==> src/rtl/descale_ctrl_pkg.sv <==
// rtl/descale_ctrl_pkg.sv - shared types and constants for the descale dispatch controller
package descale_ctrl_pkg;
   localparam int MAX_INFLIGHT_DEF = 8;
   localparam int TAG_W            = 8;

   typedef enum logic [1:0] {S_IDLE, S_RUN, S_DRAIN} state_t;

   typedef struct packed {
      logic             owner;
      logic [TAG_W-1:0] tag;
   } owner_entry_t;
endpackage

==> src/rtl/descale_dispatch_ctrl_owner_fifo.sv <==
// rtl/descale_dispatch_ctrl_owner_fifo.sv - in-order {owner, tag} record of issued operations
module owner_fifo
   import descale_ctrl_pkg::*;
#(
   parameter int DEPTH = MAX_INFLIGHT_DEF
) (
   input  logic         clock,
   input  logic         reset,
   input  logic         push,
   input  owner_entry_t push_data,
   input  logic         pop,
   output owner_entry_t head,
   output logic         full,
   output logic         empty
);
   localparam int PW = $clog2(DEPTH);
   localparam logic [PW:0] DEPTH_C = DEPTH[PW:0];

   owner_entry_t  mem [DEPTH];
   logic [PW-1:0] wr_ptr;
   logic [PW-1:0] rd_ptr;
   logic [PW:0]   count;
   logic          do_push;
   logic          do_pop;

   assign full    = (count == DEPTH_C);
   assign empty   = (count == '0);
   assign head    = mem[rd_ptr];
   assign do_pop  = pop && !empty;
   // A pop in the same cycle frees the slot a push into a full FIFO needs.
   assign do_push = push && (!full || do_pop);

   always_ff @(posedge clock) begin
      if (do_push) mem[wr_ptr] <= push_data;
   end

   always_ff @(posedge clock) begin
      if (reset) begin
         wr_ptr <= '0;
         rd_ptr <= '0;
         count  <= '0;
      end else begin
         if (do_push) wr_ptr <= wr_ptr + 1'b1;
         if (do_pop)  rd_ptr <= rd_ptr + 1'b1;
         count <= count + {{PW{1'b0}}, do_push} - {{PW{1'b0}}, do_pop};
      end
   end
endmodule

==> src/rtl/descale_dispatch_ctrl.sv <==
// rtl/descale_dispatch_ctrl.sv - two-requester round-robin issue and completion routing for the descale pipeline
module descale_dispatch_ctrl
   import descale_ctrl_pkg::*;
#(
   parameter int MAX_INFLIGHT = MAX_INFLIGHT_DEF
) (
   input  logic                            clock,
   input  logic                            reset,
   input  logic                            req0,
   input  logic                            req1,
   input  logic [31:0]                     x0,
   input  logic [31:0]                     y0,
   input  logic [31:0]                     z0,
   input  logic [31:0]                     k0,
   input  logic [31:0]                     x1,
   input  logic [31:0]                     y1,
   input  logic [31:0]                     z1,
   input  logic [31:0]                     k1,
   input  logic [TAG_W-1:0]                tag0,
   input  logic [TAG_W-1:0]                tag1,
   input  logic                            natlog0,
   input  logic                            natlog1,
   output logic                            gnt0,
   output logic                            gnt1,
   input  logic                            hold,
   output logic [31:0]                     x_scale,
   output logic [31:0]                     y_scale,
   output logic [31:0]                     z_scale,
   output logic [31:0]                     k_in,
   output logic [TAG_W-1:0]                InsTagScaleOut,
   output logic                            NatLogFlagScaleOut,
   output logic                            ScaleValid,
   input  logic                            done,
   input  logic [TAG_W-1:0]                InsTagFinal,
   output logic                            done0,
   output logic                            done1,
   output logic [TAG_W-1:0]                tag_out,
   output logic [$clog2(MAX_INFLIGHT):0]   inflight,
   output logic                            idle,
   output logic                            err
);
   localparam int CW = $clog2(MAX_INFLIGHT) + 1;
   localparam logic [CW-1:0] MAX_C = MAX_INFLIGHT[CW-1:0];

   state_t        state;
   logic          last_owner;
   logic          can_issue;
   logic          pick1;
   logic          gnt_any;
   logic          pop;
   logic [CW-1:0] inflight_nxt;
   owner_entry_t  push_data;
   owner_entry_t  head;
   logic          fifo_full;
   logic          fifo_empty;

   always_comb begin
      can_issue    = !reset && !hold && (inflight < MAX_C) && (state != S_DRAIN) && !fifo_full;
      // last_owner resets to 1 so requester 0 wins the first contested cycle.
      pick1        = req1 && (!req0 || !last_owner);
      gnt0         = can_issue && req0 && !pick1;
      gnt1         = can_issue && pick1;
      gnt_any      = gnt0 || gnt1;
      pop          = done && !fifo_empty;
      inflight_nxt = inflight + {{(CW-1){1'b0}}, gnt_any} - {{(CW-1){1'b0}}, pop};
      push_data    = '{owner: gnt1, tag: (gnt1 ? tag1 : tag0)};
   end

   assign idle = (state == S_IDLE);

   owner_fifo #(.DEPTH(MAX_INFLIGHT)) u_owner_fifo (
      .clock     (clock),
      .reset     (reset),
      .push      (gnt_any),
      .push_data (push_data),
      .pop       (pop),
      .head      (head),
      .full      (fifo_full),
      .empty     (fifo_empty)
   );

   always_ff @(posedge clock) begin
      if (reset) begin
         state              <= S_IDLE;
         last_owner         <= 1'b1;
         inflight           <= '0;
         ScaleValid         <= 1'b0;
         x_scale            <= '0;
         y_scale            <= '0;
         z_scale            <= '0;
         k_in               <= '0;
         InsTagScaleOut     <= '0;
         NatLogFlagScaleOut <= 1'b0;
         done0              <= 1'b0;
         done1              <= 1'b0;
         tag_out            <= '0;
         err                <= 1'b0;
      end else begin
         ScaleValid <= gnt_any;
         inflight   <= inflight_nxt;
         if (gnt_any) begin
            last_owner         <= gnt1;
            x_scale            <= gnt1 ? x1 : x0;
            y_scale            <= gnt1 ? y1 : y0;
            z_scale            <= gnt1 ? z1 : z0;
            k_in               <= gnt1 ? k1 : k0;
            InsTagScaleOut     <= push_data.tag;
            NatLogFlagScaleOut <= gnt1 ? natlog1 : natlog0;
         end
         done0 <= pop && !head.owner;
         done1 <= pop && head.owner;
         if (pop) tag_out <= InsTagFinal;
         // A completion with nothing outstanding, or carrying the wrong tag, is a protocol error.
         if ((done && fifo_empty) || (pop && (InsTagFinal != head.tag))) err <= 1'b1;
         case (state)
            S_IDLE:  if (gnt_any) state <= S_RUN;
            S_RUN: begin
               if (inflight_nxt == '0) state <= S_IDLE;
               else if (hold)          state <= S_DRAIN;
            end
            S_DRAIN: begin
               if (inflight_nxt == '0) state <= S_IDLE;
               else if (!hold)         state <= S_RUN;
            end
            default: state <= S_IDLE;
         endcase
      end
   end
endmodule

==> config.mk <==
export PLATFORM = sky130hd
export DESIGN_NAME = descale_dispatch_ctrl
export DESIGN_NICKNAME = d
export VERILOG_FILES = /design/src/rtl/descale_ctrl_pkg.sv /design/src/rtl/descale_dispatch_ctrl_owner_fifo.sv /design/src/rtl/descale_dispatch_ctrl.sv
export SDC_FILE = /design/constraint.sdc
export NUM_CORES = 1
export LEC_CHECK = 0
export BUFFER_PORTS_ARGS = -buffer_cell sky130_fd_sc_hd__buf_2
export CAP_MARGIN = 25
export CORE_AREA = 2 2 173 175
export DETAILED_ROUTE_END_ITERATION = 12
export DIE_AREA = 0 0 175 177
export GPL_ROUTABILITY_DRIVEN = 0
export PLACE_DENSITY = 0.65
export SLEW_MARGIN = 20
export SYNTH_ARGS = -nofsm -noshare
export SYNTH_HDL_FRONTEND = slang
export SYNTH_HIERARCHICAL = 1
export SYNTH_SLANG_ARGS = --single-unit
==> constraint.sdc <==
create_clock -name clock -period 7.3 [get_ports clock]
set_input_delay 1.095 -clock clock [delete_from_list [all_inputs] [get_ports clock]]
set_output_delay 1.095 -clock clock [all_outputs]
set_load 0.02 [all_outputs]
==> results of run 1 <==
[state kept, by name, summed over array words and instances, names as in the netlist, 2 cells and up, named ones only]
register             count
u_owner_fifo/count       4
u_owner_fifo/wr_ptr      3
k_in                    32
u_owner_fifo/mem        72
inflight                 4
tag_out                  8
x_scale                 32
u_owner_fifo/rd_ptr      3
state                    2
z_scale                 32
y_scale                 32
InsTagScaleOut           8
[cells in the final DEF, fill, tap and decap left out, drive strengths merged, types with 2 or more instances in the layout]
cell and count:
and3 2, nor2b 7, nor3 10, a21oi 14, xor2 11, edfxtp 72
nor2 152, a311oi 138, mux2 11, dfxtp 169, clkinv 11, inv 17
mux2i 2, nand2 308, clkbuf 40, ha 11, o21ai 3, or4 2
nand3 6, fa 2, mux4 18, nor4 4, diode 3, nand4 2
nor3b 5, nand2b 4, buf 456
[final cells by class]
class	count	area [um2]	area share, %
antenna	3	7.507	0.05316
clock buffer	40	765.7	5.423
clock inverter	11	72.57	0.5139
inverter	17	73.82	0.5228
multi-input combinational	726	4823	34.16
sequential	241	5545	39.27
tap	390	488.0	3.456
timing repair buffer	456	2345	16.60
[routing by layer]
layer / up-vias / GRT usage [%] / wire (um) / part of all wire [%]
met3: 68 / 5.026 / 2256 / 6.8
li1: 4607 / - / - / -
met1: 4489 / 24.57 / 13150 / 40
met2: 317 / 34.19 / 16340 / 49
met4: 2 / 8.229 / 1297 / 3.9
met5: - / 0 / 13 / 0.039
[critical path, delay by kind of cell (launching register included)]
| family | cells | cell delay (ps) |
|---|---|---|
| fa+ha+maj | 1 | 180 |
| buf+inv | 4 | 1310 |
| flops | 1 | 320 |
| simple gates | 3 | 1410 |
[worst max path at each step]
stage	from	end	slack, ps
final	u_owner_fifo/count[2]	gnt1	2420
after global routing	u_owner_fifo/count[2]	gnt1	2030
after CTS	u_owner_fifo/count[2]	gnt1	2320
after detailed placement	reset	gnt1	2660
after global placement	reset	gnt1	2670
after floorplan	hold	u_owner_fifo/mem[0][0]	3350
[kinds of logic (layout without fill, tap and decap cells)]
group	after synthesis	in the layout	synth area share [%]
AOI/OAI and AO/OA	163	163	17.76
adders and majority gates	13	13	1.635
muxes	31	31	5.054
and+or+nand+nor	507	507	18.66
DFF	241	241	51.02
buffers and inverters	105	524	4.893
xor gates and xnor gates	12	12	0.9671
other	0	3	0
[synth_stat cells, drive strengths merged (3+ instances only)]
master  instances
mux4           18
nor2          152
a21oi          14
nor3b           5
nor4            4
nor2b           7
nand3           6
o21ai           3
dfxtp         169
nor3           10
a311oi        138
buf            38
clkbuf         50
nand2         308
ha             11
xor2           11
inv            16
edfxtp         72
mux2           11
nand2b          4
[stage by stage]
stage	cells	area (um2)	hold slack, ps
3_3_place_gp	1827	13230	439.4
2_1_floorplan	1072	10870	453.9
4_1_cts	1879	14080	451.8
3_5_place_dp	1828	13240	443.7
5_1_grt	1882	14120	474.9
6_report	1884	14120	449.6
[power by group through the flow]
stage	registers [W]	logic, W	clock network [W]
finish	0.00165	0.00119	0.00128
global route	0.00167	0.00131	0.00138
CTS	0.00165	0.00120	0.00132
detailed placement	0.00168	0.00120	0
global placement	0.00168	0.00118	0
floorplan	0.00182	0.000694	0
==> flow_metrics.env, run 1 <==
export IMPL_place_hpwl_um=23400
export IMPL_p_clk_share_pct=31.0
export IMPL_hold_class="flip-flop to flip-flop"
export IMPL_clk_pin_slew_worst_paths_ps=60
export IMPL_fin_skew_ps=14.56
export IMPL_dieArea_um2=30980
export IMPL_rows=63
export IMPL_ir_drop_mv=0.1739
export IMPL_clockRootBuffer="clkbuf_16"
export IMPL_fillers=2770
export IMPL_portBuffers=443
export IMPL_maxCapViolCount=0
export IMPL_final_antenna_net_count=0
export IMPL_status="completed"
export IMPL_grt_overflow_total=0
export IMPL_worst_pin_slew_ps=1060
export IMPL_synth_cell_type_count=48
export IMPL_fin_nets=1771
export IMPL_post_cts_setup_buffers=0
export IMPL_setup_violations_final=0
export IMPL_grt_pass1_vias=9138
export IMPL_fin_setup_tns_ps=0
export IMPL_slowest_delay_ps=840
export IMPL_wl_um=33060
export IMPL_netlist_area_um2=10870
export IMPL_path_max_fanout=72
export IMPL_comb_power_share_pct=28.9
export IMPL_die_x_um=175
export IMPL_htreeDepth=1
export IMPL_final_hold_viol_count=0
export IMPL_grt_usage_pct=20.16
export IMPL_synth_nets=1373
export IMPL_first_pass_iters=4
export IMPL_crit_slowest_cell="inv_4"
export IMPL_min_to="tag_out[0]"
export IMPL_clock_sinks=241
export IMPL_rrSetupSlack_ps=2910
export IMPL_final_util_pct=48.29
export IMPL_crit_chain="inv_1 -> ha_1 -> or3b_1 -> inv_1 -> nor4_1 -> nand3_4 -> inv_4 -> buf_2"
export IMPL_path_class="flip-flop to output pin"
export IMPL_hold_depth=2
export IMPL_p_int_w=0.002745
export IMPL_avgSynthCellArea_um2=10.14
export IMPL_ys_flop_type="dfxtp_1"
export IMPL_ys_top_cells_by_area="dfxtp_1, edfxtp_1, a311oi_2"
export IMPL_worst_r2r_endpoint="k_in[20]"
export IMPL_grt_max_degree=120
export IMPL_clk_latency_ps=540
export IMPL_worstPathRequired_ps=6200
export IMPL_worstReg2RegStart="u_owner_fifo/count[2]"
export IMPL_ys_seq_area_share_pct=51.02
export IMPL_drt_vias_per_instance=5.033
export IMPL_power_w=0.004129
export IMPL_synthArstFlopShare_pct=0
export IMPL_switchingPower_w=0.001384
export IMPL_grt_pass1_wl_um=49540
export IMPL_path_common_cell="inv_1"
export IMPL_cts_tree="done"
export IMPL_critPathLaunchType="flip-flop"
export IMPL_fin_crit_sh_pct=66.84
export IMPL_cts_hold_buf=0
export IMPL_drt_iter0_drc=528
export IMPL_antenna_found_initial=4
export IMPL_ys_warn_count=6
export IMPL_yosys_area_top_type="dfxtp_1"
export IMPL_reg2reg_depth=10
export IMPL_cp_end_kind="output pin"
export IMPL_syn_inst=1072
export IMPL_power_density_nw_per_um2=292.4
export IMPL_p_leak_nw=5.947
export IMPL_fmax_mhz=205.0
export IMPL_num_io_pins=444
export IMPL_postCtsResizedCells=0
export IMPL_finalMaxSlewViolations=0
export IMPL_netlist_area_leader_share_pct=31.13
export IMPL_area_delta_synth_final_pct=29.93
export IMPL_rsz0062_at_grt="false"
export IMPL_drc=0
export IMPL_min_from="tag_out[0]"
export IMPL_clockBufferDepth=3
export IMPL_vias=9483
export IMPL_die_h_um=177
export IMPL_initial_core_util_pct=37.16
export IMPL_numCtsBuffers=28
export IMPL_sw_frac_of_total_pct=33.52
export IMPL_arrival_ps=3780
export IMPL_synth_seq_cells=241
export IMPL_p_seq_share_pct=40.1
export IMPL_timing_slew_headroom_pct=28.94
export IMPL_min_period_ps=4879
export IMPL_drive_gt1_share_pct=42.05
export IMPL_post_drt_wl_per_cell_um=17.55
export IMPL_place_ws_ps=2661
export IMPL_core_area_um2=29240
export IMPL_synth_edf_count=72
export IMPL_setup_ws_ps=2421
Note: power is estimated with default switching activity, not from simulation.
==> run 2: changes to the inputs <==
--- a/config.mk
+++ b/config.mk
@@ -7,11 +7,11 @@
 export LEC_CHECK = 0
 export BUFFER_PORTS_ARGS = -buffer_cell sky130_fd_sc_hd__buf_2
 export CAP_MARGIN = 25
-export CORE_AREA = 2 2 173 175
+export CORE_AREA = 2 2 170 172
 export DETAILED_ROUTE_END_ITERATION = 12
-export DIE_AREA = 0 0 175 177
+export DIE_AREA = 0 0 172 174
 export GPL_ROUTABILITY_DRIVEN = 0
-export PLACE_DENSITY = 0.65
+export PLACE_DENSITY = 0.69
 export SLEW_MARGIN = 20
 export SYNTH_ARGS = -nofsm -noshare
 export SYNTH_HDL_FRONTEND = slang
==> constraint.sdc (replaced) <==
create_clock -name clock -period 4.22 [get_ports clock]
set_input_delay 0.633 -clock clock [delete_from_list [all_inputs] [get_ports clock]]
set_output_delay 0.633 -clock clock [all_outputs]
set_load 0.02 [all_outputs]
==> flow_metrics.env, run 2 (same netlist as run 1, synthesis figures left out) <==
export IMPL_status="completed"
export IMPL_core_area_um2=28240
export IMPL_wl_um=31540
export IMPL_fin_crit_sh_pct=81.11
export IMPL_fillers=2700
export IMPL_largest_reg_flops=72
export IMPL_antenna_found_initial=2
export IMPL_maxCapViolCount=0
export IMPL_numCtsBuffers=27
export IMPL_placed_cells=1830
export IMPL_grt_pass1_wl_um=48580
export IMPL_antenna_diode_count=0
export IMPL_clk_latency_ps=540
export IMPL_rows=62
export IMPL_vias=9452
export IMPL_num_io_pins=444
export IMPL_path_class="flip-flop to flip-flop"
export IMPL_power_w=0.007186
export IMPL_layout_commonest_cell="buf_2"
export IMPL_post_drt_wl_per_cell_um=16.78
export IMPL_sw_frac_of_total_pct=33.12
export IMPL_die_x_um=172
export IMPL_regMostFlops="u_owner_fifo/mem"
export IMPL_p_seq_share_pct=39.7
export IMPL_arrival_ps=3860
export IMPL_power_density_nw_per_um2=507.5
export IMPL_instances_no_fill=1879
export IMPL_ir_drop_mv=0.2950
export IMPL_die_h_um=174
export IMPL_rrSetupSlack_ps=800
export IMPL_fmax_mhz=292.2
export IMPL_final_antenna_net_count=0
export IMPL_drc=0
export IMPL_path_max_fanout=10
export IMPL_worstPathRequired_ps=4650
export IMPL_clockBufferDepth=3
export IMPL_min_period_ps=3423
export IMPL_clock_sinks=241
export IMPL_fin_nets=1776
export IMPL_grt_usage_pct=20.38
export IMPL_final_hold_viol_count=0
export IMPL_final_cell_mix="buf_2, nand2_1, dfxtp_1"
export IMPL_drt_vias_per_instance=5.030
export IMPL_grt_overflow_total=0
export IMPL_place_hpwl_um=22550
export IMPL_switchingPower_w=0.002380
export IMPL_post_cts_setup_buffers=0
export IMPL_fin_skew_ps=15.65
export IMPL_critPathLaunchType="flip-flop"
export IMPL_postCtsResizedCells=0
export IMPL_dieArea_um2=29930
export IMPL_cp_end_kind="flip-flop"
export IMPL_grt_max_degree=158
export IMPL_comb_power_share_pct=28.7
export IMPL_fin_setup_tns_ps=0
export IMPL_grt_pass1_vias=9106
export IMPL_hold_class="input pin to flip-flop"
export IMPL_drt_iter0_drc=485
export IMPL_htreeDepth=1
export IMPL_holdWs_ps=343.3
export IMPL_drive_gt1_share_pct=42.21
export IMPL_finalMaxSlewViolations=0
export IMPL_portBuffers=443
export IMPL_clockRootBuffer="clkbuf_16"
export IMPL_p_clk_share_pct=31.6
export IMPL_rsz0062_at_grt="false"
export IMPL_timing_slew_headroom_pct=32.11
export IMPL_area_delta_synth_final_pct=30.29
export IMPL_clk_pin_slew_worst_paths_ps=60
export IMPL_initial_core_util_pct=38.49
export IMPL_cts_hold_buf=0
export IMPL_worst_pin_slew_ps=1018
export IMPL_cts_tree="done"
export IMPL_setup_violations_final=0
export IMPL_p_int_w=0.004806
export IMPL_p_leak_nw=5.963
export IMPL_first_pass_iters=5
run 2: worst paths after layout:
| check | from | to | cells past startpoint |
|---|---|---|---|
| max | u_owner_fifo/count[2] | state[0] | 15 |
| min | z0[25] | z_scale[25] | 3 |
| max reg2reg | u_owner_fifo/count[2] | state[0] | 15 |
| min reg2reg | tag_out[6] | tag_out[6] | 2 |
run 2: layer usage:
layer / track usage [%] / vias up / routed length (um)
met5: 0 / - / 29
met4: 8.473 / 4 / 1351
met3: 4.690 / 89 / 2062
met2: 33.90 / 308 / 15280
met1: 25.38 / 4443 / 12820
li1: - / 4608 / -
run 2: critical path: stages (launching register included):
cell	delay, ps
dfxtp_1	310
inv_1	60
ha_1	200
or3b_1	330
inv_1	100
or4_4	520
nor2_2	180
o21ai_2	140
ha_1	310
inv_1	50
ha_1	150
inv_1	50
fa_1	380
xor2_1	180
o2111ai_1	150
a22o_1	220
run 2: through the flow:
step / setup slack (ps) / util [%] / area (um2)
after global routing: 485.0 / 50.15 / 14160
after global placement: 874.5 / 47.12 / 13310
final: 797.2 / 50.15 / 14160
after detailed placement: 783.6 / 47.12 / 13310
after CTS: 771.7 / 50.15 / 14160
after floorplan: 498.5 / - / 10870
run 2: area by class of cell:
class,instances,area (um2),area share [%]
well taps,384,480.5,3.393
inverters,17,73.82,0.5213
repair buffers,462,2404,16.97
clock buffers,34,701.9,4.957
multi-input cells,726,4803,33.92
clock inverters,15,151.4,1.069
flip-flops and latches,241,5545,39.16
run 2: power by group through the flow:
stage               logic [W]  clock network (W)  registers, W
floorplan             0.00120                  0       0.00315
finish                0.00206            0.00227       0.00285
CTS                   0.00208            0.00233       0.00285
global placement      0.00204                  0       0.00289
global route          0.00227            0.00243       0.00289
detailed placement    0.00207                  0       0.00290
==> run 3: changes to the inputs <==
--- a/config.mk
+++ b/config.mk
@@ -7,11 +7,11 @@
 export LEC_CHECK = 0
 export BUFFER_PORTS_ARGS = -buffer_cell sky130_fd_sc_hd__buf_2
 export CAP_MARGIN = 25
-export CORE_AREA = 2 2 170 172
+export CORE_AREA = 2 2 171 173
 export DETAILED_ROUTE_END_ITERATION = 12
-export DIE_AREA = 0 0 172 174
+export DIE_AREA = 0 0 173 175
 export GPL_ROUTABILITY_DRIVEN = 0
-export PLACE_DENSITY = 0.69
+export PLACE_DENSITY = 0.66
 export SLEW_MARGIN = 20
 export SYNTH_ARGS = -nofsm -noshare
 export SYNTH_HDL_FRONTEND = slang
==> constraint.sdc (replaced) <==
create_clock -name clock -period 3.25 [get_ports clock]
set_input_delay 0.4875 -clock clock [delete_from_list [all_inputs] [get_ports clock]]
set_output_delay 0.4875 -clock clock [all_outputs]
set_load 0.02 [all_outputs]
==> flow_metrics.env, run 3 (same netlist as run 1, synthesis figures left out) <==
export IMPL_status="completed"
export IMPL_num_io_pins=444
export IMPL_clk_latency_ps=540
export IMPL_place_hpwl_um=23240
export IMPL_min_to="tag_out[3]"
export IMPL_slowest_delay_ps=540
export IMPL_post_drt_wl_per_cell_um=17.37
export IMPL_final_antenna_net_count=0
export IMPL_portBuffers=443
export IMPL_antenna_diode_count=0
export IMPL_power_density_nw_per_um2=671.2
export IMPL_grt_pass1_wl_um=50180
export IMPL_drc=0
export IMPL_reg2reg_depth=14
export IMPL_wl_um=32820
export IMPL_fin_nets=1786
export IMPL_hold_class="input pin to flip-flop"
export IMPL_numCtsBuffers=27
export IMPL_fin_crit_sh_pct=93.64
export IMPL_dpl_cell_area_um2=13460
export IMPL_critPathLaunchType="flip-flop"
export IMPL_hold_depth=3
export IMPL_setup_violations_final=0
export IMPL_cp_end_kind="flip-flop"
export IMPL_antenna_found_initial=1
export IMPL_clock_sinks=241
export IMPL_drive_gt1_share_pct=43.03
export IMPL_fin_area_um2=14410
export IMPL_path_common_cell="inv_1"
export IMPL_crit_family="adder cells"
export IMPL_fin_skew_ps=12.22
export IMPL_worst_pin_slew_ps=1070
export IMPL_dieArea_um2=30280
export IMPL_cts_tree="done"
export IMPL_grt_overflow_total=0
export IMPL_clockRootBuffer="clkbuf_16"
export IMPL_drt_vias_per_instance=5.056
export IMPL_clk_pin_slew_worst_paths_ps=60
export IMPL_final_hold_viol_count=0
export IMPL_power_w=0.009675
export IMPL_clockBufferDepth=3
export IMPL_crit_chain="inv_1 -> ha_1 -> or3b_1 -> inv_1 -> or4_4 -> nor2_4 -> o21ai_2 -> ha_1 -> inv_1 -> ha_1 -> inv_1 -> fa_2 -> o2111ai_2 -> a22o_1"
export IMPL_regMostFlops="u_owner_fifo/mem"
export IMPL_crit_slowest_cell="fa_2"
export IMPL_min_from="InsTagFinal[3]"
export IMPL_layout_commonest_cell="buf_2"
export IMPL_worstPathRequired_ps=3670
export IMPL_place_ws_ps=151.5
export IMPL_arrival_ps=3470
export IMPL_grt_max_degree=173
export IMPL_fillers=2701
export IMPL_finalMaxSlewViolations=0
export IMPL_holdWs_ps=212.6
export IMPL_area_delta_synth_final_pct=32.63
export IMPL_timing_slew_headroom_pct=28.70
export IMPL_die_h_um=175
export IMPL_grt_pass1_vias=9176
export IMPL_rrSetupSlack_ps=210
export IMPL_rows=62
export IMPL_path_class="flip-flop to flip-flop"
export IMPL_maxCapViolCount=0
export IMPL_die_x_um=173
export IMPL_core_area_um2=28390
export IMPL_drt_iter0_drc=533
export IMPL_rsz0062_at_grt="false"
export IMPL_largest_reg_flops=72
export IMPL_grt_usage_pct=20.62
export IMPL_first_pass_iters=5
export IMPL_cp_num_buf_inv=4
export IMPL_worstReg2RegStart="u_owner_fifo/count[2]"
export IMPL_p_leak_nw=6.085
export IMPL_vias=9555
export IMPL_fin_setup_tns_ps=0
export IMPL_ir_drop_mv=0.3085
export IMPL_fmax_mhz=328.6
export IMPL_worst_r2r_endpoint="state[0]"
export IMPL_initial_core_util_pct=38.28
export IMPL_setup_ws_ps=206.6
export IMPL_final_cell_mix="buf_2, nand2_1, dfxtp_1"
export IMPL_htreeDepth=1
export IMPL_path_max_fanout=3
export IMPL_min_period_ps=3043
run 3: tightest hold or removal path, cell delays in order:
cell     delay, ps
buf_2          110
nand2_1         50
a21oi_1         50
run 3: report_power, final:
group          switching, W  total [W]  internal (W)  leakage, nW
registers          0.000231    0.00371       0.00348         2.03
clock network       0.00124    0.00316       0.00193        0.454
logic               0.00168    0.00280       0.00112         3.60
total               0.00315    0.00967       0.00653         6.08
run 3: worst max path at each step:
stage	endpoint	cells past startpoint	startpoint	slack (ps)
final	state[0]	14	u_owner_fifo/count[2]	210
after global routing	state[0]	15	u_owner_fifo/count[2]	7
after CTS	state[0]	15	u_owner_fifo/count[2]	140
after detailed placement	state[0]	15	u_owner_fifo/count[2]	150
after global placement	state[0]	15	u_owner_fifo/count[2]	190
after floorplan	u_owner_fifo/mem[2][0]	14	u_owner_fifo/count[2]	-70
run 3: what timing repair did:
action,CTS,global route
resized for setup,0,4
setup endpoints to repair,0,3
setup buffers,0,0
hold buffers,0,0
run 3: layer usage:
metal / vias to the layer above / track usage, % / wire (um)
li1: 4637 / - / -
met1: 4536 / 24.98 / 12950
met2: 322 / 35.92 / 16620
met3: 58 / 5.527 / 2380
met4: 2 / 6.144 / 857
met5: - / 0 / 13
run 3: final cells by class:
class / instances / area, um2 / area share, %
Inverter: 17 / 73.82 / 0.5122
Multi-Input combinational cell: 726 / 4837 / 33.56
Tap cell: 384 / 480.5 / 3.333
Clock buffer: 39 / 790.8 / 5.486
Sequential cell: 241 / 5545 / 38.47
Clock inverter: 11 / 145.1 / 1.007
Timing Repair Buffer: 472 / 2541 / 17.63
run 3: stage by stage:
step	cells	util, %
after floorplan	1072	-
after global placement	1840	47.40
after detailed placement	1840	47.40
after CTS	1890	50.69
after global routing	1890	50.77
final	1890	50.77
